==> src/rtl/country_sensor.sv <==
// Loop-detector conditioning: synchronise, debounce, gap-hold and count vehicles,
// with a fail-safe permanent call when the detector is stuck active.
module country_sensor #(
  parameter int unsigned DEBOUNCE = 4,
  parameter int unsigned HOLD     = 8,
  parameter int unsigned STUCK    = 255,
  parameter int unsigned CNT_W    = 8
) (
  input  logic             clock,
  input  logic             clear,
  input  logic             det_raw,
  input  logic             count_clr,
  output logic             x,
  output logic [CNT_W-1:0] car_count,
  output logic             fault,
  output logic [1:0]       state_dbg
);

  localparam int unsigned TMAX  = (STUCK > HOLD) ? STUCK : HOLD;
  localparam int unsigned TMR_W = $clog2(TMAX + 1);
  localparam int unsigned DB_W  = $clog2(DEBOUNCE + 1);
  localparam logic [CNT_W-1:0] CNT_MAX = '1;

  typedef enum logic [1:0] {
    S_IDLE    = 2'd0,
    S_PRESENT = 2'd1,
    S_HOLD    = 2'd2,
    S_FAULT   = 2'd3
  } state_t;

  state_t            state;
  logic              s1;
  logic              s2;
  logic              det_db;
  logic [DB_W-1:0]   db_cnt;
  logic [TMR_W-1:0]  tmr;
  logic              car_inc;

  // Two-flop synchroniser for the asynchronous detector.
  always_ff @(posedge clock or posedge clear) begin
    if (clear) begin
      s1 <= 1'b0;
      s2 <= 1'b0;
    end else begin
      s1 <= det_raw;
      s2 <= s1;
    end
  end

  // Level flips only after DEBOUNCE consecutive disagreeing samples.
  always_ff @(posedge clock or posedge clear) begin
    if (clear) begin
      det_db <= 1'b0;
      db_cnt <= '0;
    end else if (s2 == det_db) begin
      db_cnt <= '0;
    end else if (db_cnt == DB_W'(DEBOUNCE - 1)) begin
      det_db <= s2;
      db_cnt <= '0;
    end else begin
      db_cnt <= db_cnt + 1'b1;
    end
  end

  always_ff @(posedge clock or posedge clear) begin
    if (clear) begin
      state <= S_IDLE;
      tmr   <= '0;
    end else begin
      case (state)
        S_IDLE: begin
          if (det_db) begin
            state <= S_PRESENT;
            tmr   <= '0;
          end
        end
        S_PRESENT: begin
          tmr <= tmr + 1'b1;
          if (!det_db) begin
            state <= S_HOLD;
            tmr   <= '0;
          end else if (tmr == TMR_W'(STUCK - 1)) begin
            state <= S_FAULT;
          end
        end
        S_HOLD: begin
          tmr <= tmr + 1'b1;
          // Presence returning inside the gap is the same vehicle: no count.
          if (det_db) begin
            state <= S_PRESENT;
            tmr   <= '0;
          end else if (tmr == TMR_W'(HOLD - 1)) begin
            state <= S_IDLE;
          end
        end
        S_FAULT: begin
          if (!det_db) state <= S_IDLE;
        end
        default: state <= S_IDLE;
      endcase
    end
  end

  assign car_inc = (state == S_IDLE) && det_db;

  // Clear takes effect before the increment, so clear+increment yields 1.
  always_ff @(posedge clock or posedge clear) begin
    if (clear) begin
      car_count <= '0;
    end else if (car_inc) begin
      if (count_clr)                 car_count <= CNT_W'(1);
      else if (car_count != CNT_MAX) car_count <= car_count + 1'b1;
    end else if (count_clr) begin
      car_count <= '0;
    end
  end

  assign x         = (state != S_IDLE);
  assign fault     = (state == S_FAULT);
  assign state_dbg = state;

endmodule

==> config.mk <==
export PLATFORM = sky130hd
export DESIGN_NAME = country_sensor
export DESIGN_NICKNAME = d
export VERILOG_FILES = /design/src/rtl/country_sensor.sv
export SDC_FILE = /design/constraint.sdc
export NUM_CORES = 1
export LEC_CHECK = 0
export BUFFER_PORTS_ARGS = -buffer_cell sky130_fd_sc_hd__buf_2
export CAP_MARGIN = 40
export CORE_MARGIN = 2
export CORE_UTILIZATION = 57
export DETAILED_ROUTE_END_ITERATION = 7
export GPL_TIMING_DRIVEN = 0
export HOLD_SLACK_MARGIN = 0.15
export PLACE_DENSITY = 0.83
export SLEW_MARGIN = 15
export SYNTH_ARGS = -nofsm -noshare
export SYNTH_HDL_FRONTEND = slang
export SYNTH_SLANG_ARGS = --single-unit
export TNS_END_PERCENT = 5
==> constraint.sdc <==
create_clock -name clock -period 2.5 [get_ports clock]
set_input_delay 0.125 -clock clock [delete_from_list [all_inputs] [get_ports clock]]
set_output_delay 0.125 -clock clock [all_outputs]
set_load 0.1 [all_outputs]
==> results of run 1 <==
==> worst max-delay path, stage by stage, from the launching register on <==
cell      delay (ps)
dfrtp_1          440
inv_1            140
ha_1             210
clkbuf_2         170
nor4_1           240
a41oi_1          240
mux2_2           330
o32a_1           170
==> final cells by class <==
class / instances / area, µm²
plain buffers: 5 / 31.28
flip-flops and latches: 24 / 600.6
repair buffers: 17 / 105.1
clock buffers: 3 / 22.52
multi-input cells: 97 / 711.9
fillers: 183 / 696.9
inverters: 8 / 30.03
well taps: 28 / 35.03
==> stage by stage <==
step,instances,util (%),hold WS (ps)
detailed placement,177,66.89,162.4
global route,182,68.80,181.3
finish,182,68.80,185.6
CTS,182,68.80,169.6
floorplan,134,-,139.6
global placement,176,66.22,234.9
==> timing repair <==
| action | 4_1_cts | 5_1_grt |
|---|---|---|
| endpoints found under the setup margin | 0 | 0 |
| hold buffers | 2 | 0 |
| buffers inserted | 0 | 0 |
| hold endpoints to repair | 12 | 0 |
==> cell families after synthesis <==
family | share of synthesized area [%]
AND/OR/NAND/NOR | 17.79
AO/OA/AOI/OAI | 19.89
flip-flops | 43.80
buffers and inverters | 4.471
adder cells (fa/ha/maj) | 8.212
XOR/XNOR | 2.555
multiplexers | 3.284
==> final timing paths <==
path	to	slack, ps	depth (start not counted)
min in group asynchronous	car_count[7]	350	3
hold reg to reg	s2	360	0
setup / recovery	state_dbg[1]	450	7
max in group asynchronous	det_db	1700	4
setup reg to reg	state_dbg[1]	450	7
hold / removal	car_count[1]	190	2
==> metal layers <==
metal,wire length (µm),vias to the layer above
met4,73,0
met2,1306,39
met5,0,-
met1,1220,539
li1,-,536
met3,129,8
==> cells in the final DEF (no fill, tap or decap), drive strengths merged <==
cell	n
o21ai	9
o21a	1
nor4	3
nor2b	2
or2	1
a211oi	2
buf	17
o211ai	4
o2bb2ai	1
nor2	10
nand3	9
and4	2
inv	8
a41oi	2
o32a	1
nor3b	2
a311oi	2
a31oi	1
nand4	1
nand2	6
dfrtp	24
nand2b	2
o211a	1
ha	9
o21bai	1
a21o	1
dlygate4sd3	2
and3	3
nor3	2
o31ai	6
or3	1
clkbuf	6
nand3b	1
xnor2	2
a211o	1
mux2i	3
a21oi	1
o22ai	1
mux2	1
xor2	2
==> sequential cells by signal, indices dropped and copies added (netlist names) <==
register   count
car_count      8
det_db         1
db_cnt         3
state_dbg      2
s1             1
s2             1
tmr            8
==> power by group through the flow <==
| stage | Combinational (mW) | Sequential [mW] | Clock (mW) |
|---|---|---|---|
| final | 0.887 | 0.487 | 0.168 |
| after global routing | 0.961 | 0.495 | 0.185 |
| after CTS | 0.887 | 0.488 | 0.174 |
| after detailed placement | 0.882 | 0.494 | 0 |
| after global placement | 0.855 | 0.489 | 0 |
| after floorplan | 0.570 | 0.655 | 0 |
==> impl_metrics.py, run 1 <==
metrics = {
    "pwr": {
        "power_density_nw_per_um2": 1004,
        "leakage_nw": 0.7098,
        "p_int_mw": 0.7592,
        "seqPwrFrac_pct": 31.6,
        "clockPowerShare_pct": 10.9,
        "netSwitchingPower_mw": 0.7835,
        "ir_drop_uv": 1033,
        "pwr-share-comb_pct": 57.5,
        "swShare_pct": 50.79,
        "p_total_mw": 1.543,
    },
    "cells_and_area": {
        "antenna_cells": 0,
        "drive_above_1_share_pct": 19.48,
        "fin_area_um2": 1536,
        "finalNetCount": 169,
        "area_growth_syn_to_layout_pct": 12.04,
    },
    "place": {
        "dpl.hpwl_mm": 1.998,
        "place_ws_ps": 485.7,
        "io_buffers": 14,
        "dpl_cell_area_um2": 1494,
        "place.gp.congestion": 0.8533,
    },
    "grt": {
        "gr-usage-met2_pct": 37.71,
        "grt_pass1_vias": 1032,
        "antenna_found_initial": 0,
        "grt_usage_pct": 22.17,
        "grt_busiest_layer": "met2",
        "grt_util_met1_pct": 27.82,
        "grt-ovfl-total": 0,
        "grt_max_degree": 14,
        "grt_util_met3_pct": 3.390,
        "grt_pass1_wl_mm": 4.560,
    },
    "sta": {
        "setup_ws_ps": 448.7,
        "rsz0062_at_grt": "false",
        "setup_viol": 0,
        "fin_crit_ps": 2051,
        "hold_viol_final": 0,
        "tightest_slew_ps": 487.7,
        "fin_setup_tns_ps": 0,
        "final_max_slew_viol_count": 0,
        "max_freq_mhz": 487.5,
        "min_period_over_period_pct": 82.05,
        "skew_ps": 11.39,
        "max_slew_margin_pct": 67.71,
    },
    "setup_path": {
        "start_kind": "flop",
        "required_ps": 2700,
        "path_max_fanout": 8,
        "cp-end-kind": "flop",
        "worstPathArrival_ps": 2250,
        "r2r_start": "state_dbg[0]",
        "path_class": "reg2reg",
        "crit_start": "state_dbg[0]",
    },
    "synthesis": {
        "ys.flop_type": "dfrtp_1",
        "synth_largest_area_cell": "dfrtp_1",
        "synth_nets": 147,
        "ys_top_cells_by_count": "dfrtp_1, nor2_1, ha_1, nand3_1, o21ai_0",
        "synthTopCellsByArea": "dfrtp_1, ha_1, o31ai_2, nand3_1, o21ai_0",
        "netlist-cell-type-count": 44,
        "synthCells": 134,
        "seq_area_frac_synth_pct": 43.80,
        "synthArstFlopShare_pct": 100.0,
        "synth-seq-cells": 24,
        "ys_warn_count": 0,
        "syn_area_um2": 1371,
        "synth_edf_count": 0,
        "synthMostInstantiatedCell": "dfrtp_1",
        "syn_area_per_cell_um2": 10.23,
        "yosysTopAreaCellShare_pct": 43.80,
    },
    "cts": {
        "cts_inserted_buffers": 3,
        "cts_resized": 0,
        "clock-sinks": 24,
        "cts_root_buf": "clkbuf_4",
        "htree_levels": 1,
        "clock_latency_ps": 310,
        "clk_path_buf_depth": 2,
        "tritoncts": "built",
        "path_clk_slew_ps": 120,
    },
    "die": {
        "start_util_pct": 61.40,
        "die_x_um": 53.05,
        "rows": 17,
        "fp.dieH_um": 53.05,
        "die_area_um2": 2814,
        "ios": 16,
        "core_um2": 2233,
    },
    "routing": {
        "drc": 0,
        "drt_iter0_drc": 22,
        "vias_per_cell": 6.165,
        "ant_nets": 0,
        "firstDrtPassIters": 4,
        "drt_wl_total_mm": 2.730,
        "vias": 1122,
        "wire_per_inst_um": 15.00,
    },
    "run": {
        "cap_violations": 0,
    },
    "worst_hold_path": {
        "min_path_type": "in2reg",
        "min_from": "count_clr",
    },
    "run_status": {
        "outcome": "complete, no violations",
    },
}
Note: power is estimated with default switching activity, not from simulation.
==> run 2, diff against run 1 <==
clock period = 1.93 ns   (was 2.5 ns; I/O delays follow)
==> impl_metrics.py, run 2 (synthesized netlist as in run 1, its figures left out) <==
metrics = {
    "grt": {
        "grt_util_met1_pct": 25.94,
        "grt_util_met3_pct": 3.107,
        "antenna_found_initial": 0,
        "gr-usage-met2_pct": 43.96,
        "grt_pass1_vias": 1133,
        "grt_busiest_layer": "met2",
        "grt_usage_pct": 23.37,
        "grt_max_degree": 15,
        "grt-ovfl-total": 0,
        "grt_pass1_wl_mm": 4.788,
    },
    "place": {
        "dpl.hpwl_mm": 2.062,
        "dp.cells": 177,
        "place.gp.congestion": 0.8297,
        "io_buffers": 14,
    },
    "routing": {
        "drt_wl_total_mm": 2.955,
        "ant_nets": 0,
        "vias_per_cell": 6.136,
        "firstDrtPassIters": 4,
        "vias": 1129,
        "drc": 0,
        "wire_per_inst_um": 16.06,
        "drt_iter0_drc": 39,
    },
    "sta": {
        "tightest_slew_ps": 498.9,
        "setup_viol": 0,
        "fin_setup_tns_ps": 0,
        "max_slew_margin_pct": 66.70,
        "fin_crit_ps": 1843,
        "max_freq_mhz": 542.7,
        "skew_ps": 14.01,
        "min_period_over_period_pct": 95.48,
        "hold_viol_final": 0,
        "final_max_slew_viol_count": 0,
    },
    "cells_and_area": {
        "finalNetCount": 170,
        "final_cell_mix": "dfrtp_1, buf_2, nor2_1, nand3_1, o21ai_0",
        "antenna_cells": 0,
        "instances_no_fill": 184,
        "area_growth_syn_to_layout_pct": 20.99,
        "post-route-util_pct": 74.29,
        "mostFrequentLayoutCell": "dfrtp_1",
        "drive_above_1_share_pct": 30.77,
        "reg_top3": "car_count: 8 flops, tmr: 8 flops, db_cnt: 3 flops",
        "fillers": 164,
    },
    "cts": {
        "path_clk_slew_ps": 140,
        "clk_path_buf_depth": 2,
        "tritoncts": "built",
        "htree_levels": 1,
        "cts_setup_buffers": 0,
        "clock_latency_ps": 320,
        "clock-sinks": 24,
        "cts_inserted_buffers": 3,
        "cts_root_buf": "clkbuf_4",
    },
    "pwr": {
        "ir_drop_uv": 1663,
        "p_total_mw": 2.341,
        "power_density_nw_per_um2": 1411,
        "leakage_nw": 0.7239,
    },
    "run": {
        "cap_violations": 0,
    },
    "die": {
        "core_um2": 2233,
        "start_util_pct": 61.40,
        "die_x_um": 53.05,
        "die_area_um2": 2814,
        "ios": 16,
        "rows": 17,
        "fp.dieH_um": 53.05,
    },
    "setup_path": {
        "path_class": "reg2reg",
        "rr_endpoint": "tmr[6]",
        "endpoint": "tmr[6]",
        "path_max_fanout": 7,
        "r2r_start": "state_dbg[1]",
        "worstPathArrival_ps": 2070,
        "crit_start": "state_dbg[1]",
        "cp-end-kind": "flop",
        "required_ps": 2150,
        "start_kind": "flop",
        "rrSetupSlack_ps": 90,
        "r2r_cells": 7,
    },
    "run_status": {
        "outcome": "complete, no violations",
    },
    "worst_hold_path": {
        "min_path_type": "in2async",
    },
}
## run 2: cell count changes in the layout (fill, tap and decap cells not counted), moves of 2 or more
cell     delta
dfrtp_1     -8
dfrtp_2     +6
dfrtp_4     +2
ha_1        -2
inv_1       -2
## run 2: worst min path at each step
stage,endpoint,slack [ps],cells after the start,from
2_1_floorplan,car_count[6],110,1,clear
3_3_place_gp,s1,210,1,det_raw
3_5_place_dp,s1,140,2,clear
4_1_cts,s1,330,3,clear
5_1_grt,s1,380,3,clear
6_report,s2,340,3,clear
## run 2: worst max-delay path: stages (launching register included)
cell	delay (ps)
dfrtp_4	550
inv_2	90
ha_2	240
mux2i_4	120
nand2b_4	160
or2_1	220
buf_6	140
o31ai_2	220
## run 2: power breakdown
part | switching [mW] | total [mW] | internal [mW] | leakage (nW)
sequential | 0.0788 | 0.664 | 0.585 | 0.310
clock | 0.154 | 0.364 | 0.210 | 0.0279
combinational | 0.877 | 1.31 | 0.436 | 0.385
total | 1.11 | 2.34 | 1.23 | 0.724
## run 2: routing by layer
layer	vias up	part of all wire [%]	wire (µm)
li1	539	-	-
met1	539	43	1267
met2	43	51	1515
met3	8	3.7	110
met4	0	2.1	61
met5	-	0	0
## run 2: repair_timing
item                                    in CTS  in global routing
hold endpoints to repair                    27                  0
endpoints found under the setup margin       1                  8
pin swaps                                    0                  2
hold buffers                                 3                  0
resized for setup                            1                  9
## run 2: cell type report
class                           instances  area (µm²)  area share (%)
Timing Repair Buffer                   18       115.1           6.938
Multi-Input combinational cell         97       767.0           46.23
Buffer                                  5       41.29           2.489
Clock buffer                            3       22.52           1.357
Clock inverter                          1       30.03           1.810
Inverter                                8       32.53           1.961
Sequential cell                        24       615.6           37.10
Tap cell                               28       35.03           2.112
## run 2: metrics by stage
| step | area [µm²] | hold slack [ps] | worst slack, ps |
|---|---|---|---|
| floorplan | 1420 | 110.7 | -18.96 |
| global placement | 1525 | 205.6 | 104.4 |
| detailed placement | 1540 | 140.8 | 54.10 |
| CTS | 1624 | 329.0 | 17.62 |
| global route | 1659 | 378.3 | -17.89 |
| finish | 1659 | 337.5 | 87.31 |
==> run 3, diff against run 2 <==
ABC_AREA = 1   (was not set)
==> impl_metrics.py, run 3 <==
metrics = {
    "routing": {
        "drt_iter0_drc": 27,
        "vias": 1326,
        "drc": 0,
        "vias_per_cell": 5.525,
        "firstDrtPassIters": 4,
        "drt_wl_total_mm": 3.042,
        "ant_nets": 0,
        "wire_per_inst_um": 12.68,
    },
    "setup_path": {
        "rrSetupSlack_ps": 190,
        "required_ps": 1830,
        "crit_buf_inv": 3,
        "path_max_fanout": 5,
        "r2r_cells": 9,
        "start_kind": "flop",
        "cp_slowest_stage_delay_ps": 470,
        "worstPathArrival_ps": 1710,
        "r2r_start": "state_dbg[0]",
        "cp_top_family": "buffers and inverters",
        "cp-end-kind": "output pin",
        "cp.depth": 4,
        "path_class": "reg2out",
        "cpMaxStageDelayCell": "dfrtp_4",
        "cp_cell_sequence": "inv_1, ha_1, inv_4, buf_2",
        "rr_endpoint": "car_count[5]",
    },
    "sta": {
        "hold_slack_ps": 280.0,
        "final_max_slew_viol_count": 0,
        "max_slew_margin_pct": 67.81,
        "min_period_over_period_pct": 93.45,
        "skew_ps": 6.166,
        "hold_viol_final": 0,
        "fin_crit_ps": 1804,
        "rsz0062_at_grt": "false",
        "max_freq_mhz": 554.5,
        "tightest_slew_ps": 486.1,
        "setup_viol": 0,
        "fin_setup_tns_ps": 0,
    },
    "synthesis": {
        "synthArstFlopShare_pct": 100.0,
        "synth_edf_count": 0,
        "syn_area_per_cell_um2": 7.795,
        "netlist-cell-type-count": 29,
        "synth_largest_area_cell": "dfrtp_1",
        "synthMostInstantiatedCell": "nand2_1",
        "synthCells": 187,
        "seq_area_frac_synth_pct": 41.20,
        "syn_area_um2": 1458,
        "ys_top_cells_by_count": "nand2_1, dfrtp_1, inv_1",
        "yosysTopAreaCellShare_pct": 41.20,
        "synth-seq-cells": 24,
        "ys_warn_count": 0,
        "synth_nets": 200,
        "synthTopCellsByArea": "dfrtp_1, nand2_1, ha_1, inv_1, nor2_1",
        "ys.flop_type": "dfrtp_1",
    },
    "cells_and_area": {
        "reg_top3": "car_count: 8 flops, tmr: 8 flops, db_cnt: 3 flops",
        "final_cell_mix": "nand2_1, inv_1, dfrtp_1, nor2_1, buf_2",
        "regArea_um2": 606.8,
        "mostFrequentLayoutCell": "nand2_1",
        "fillers": 203,
        "antenna_cells": 0,
        "fin_area_um2": 1702,
        "multi_input_area_um2": 749.5,
        "area_growth_syn_to_layout_pct": 16.74,
        "instances_no_fill": 240,
        "drive_above_1_share_pct": 20.95,
        "finalNetCount": 224,
    },
    "pwr": {
        "ir_drop_uv": 2142,
        "p_int_mw": 1.102,
        "clockPowerShare_pct": 16.4,
        "swShare_pct": 50.17,
        "leakage_nw": 0.8410,
        "power_density_nw_per_um2": 1299,
        "seqPwrFrac_pct": 29.6,
        "pwr-share-comb_pct": 53.9,
        "netSwitchingPower_mw": 1.109,
    },
    "cts": {
        "cts_inserted_buffers": 3,
        "clk_path_buf_depth": 2,
        "clock_latency_ps": 310,
        "cts_setup_buffers": 0,
        "clock-sinks": 24,
        "cts_root_buf": "clkbuf_4",
        "tritoncts": "built",
        "htree_levels": 1,
        "path_clk_slew_ps": 140,
    },
    "grt": {
        "grt_usage_pct": 23.29,
        "grt_pass1_wl_mm": 4.974,
        "antenna_found_initial": 0,
        "grt-ovfl-total": 0,
        "grt_pass1_vias": 1192,
        "grt_max_degree": 18,
    },
    "run_status": {
        "outcome": "complete, no violations",
    },
    "die": {
        "rows": 18,
        "die_area_um2": 2978,
        "core_um2": 2455,
        "die_x_um": 54.57,
        "start_util_pct": 59.38,
        "fp.dieH_um": 54.57,
        "ios": 16,
    },
    "place": {
        "io_buffers": 15,
        "dpl_cell_area_um2": 1619,
        "place.gp.congestion": 0.8979,
        "dpl.hpwl_mm": 2.355,
        "dp.cells": 233,
    },
    "run": {
        "cap_violations": 0,
    },
    "worst_hold_path": {
        "min_path_type": "in2async",
    },
}
## run 3: power groups by stage
stage	logic [mW]	registers (mW)	clock network, mW
2_1_floorplan	0.741	0.881	0
3_3_place_gp	1.11	0.657	0
3_5_place_dp	1.17	0.666	0
4_1_cts	1.19	0.656	0.369
5_1_grt	1.29	0.666	0.387
6_report	1.19	0.655	0.363
## run 3: kinds of logic (layout without fill, tap and decap cells)
group / Yosys count / in the layout / share of synthesized area (%)
buf+inv: 30 / 53 / 8.240
compound gates: 24 / 24 / 11.07
fa+ha+maj: 9 / 9 / 7.725
xor+xnor: 1 / 1 / 0.6010
simple gates: 99 / 99 / 31.16
flops: 24 / 24 / 41.20
## run 3: how the worst max path moves through the flow
stage	start	endpoint
3_3_place_gp	state_dbg[0]	car_count[5]
3_5_place_dp	state_dbg[0]	car_count[5]
2_1_floorplan	state_dbg[1]	state_dbg[1]
4_1_cts	state_dbg[0]	x
6_report	state_dbg[0]	x
5_1_grt	state_dbg[0]	car_count[5]
## run 3: final cells by class
class	count	share of cell area, %
repair buffers	19	7.794
well taps	30	2.206
plain buffers	1	0.6618
clock buffers	3	1.324
flip-flops and latches	24	35.66
multi-input cells	133	44.04
inverters	29	6.544
clock inverters	1	1.765
## run 3: repair_timing
item | CTS | global route
hold buffers | 3 | 0
hold endpoints to repair | 30 | 0
gates resized for setup | 0 | 0
## run 3: through the flow
| step | power (mW) | setup slack (ps) | utilization (%) |
|---|---|---|---|
| 2_1_floorplan | 1.622 | -26.85 | - |
| 3_3_place_gp | 1.771 | 270.2 | 64.83 |
| 3_5_place_dp | 1.839 | 204.5 | 65.95 |
| 4_1_cts | 2.215 | 101.1 | 69.32 |
| 5_1_grt | 2.344 | 68.82 | 69.32 |
| 6_report | 2.211 | 126.4 | 69.32 |
## run 3: worst min-delay path: stages
cell	delay (ps)
dlygate4sd3_1	530
buf_2	120
inv_1	290
## run 3: metal layers
metal,vias to the layer above,track usage (%),share of wire (%)
li1,648,-,-
met4,0,5.000,0.89
met3,4,6.011,4.6
met2,40,42.17,50
met5,-,0,0
met1,634,27.53,44
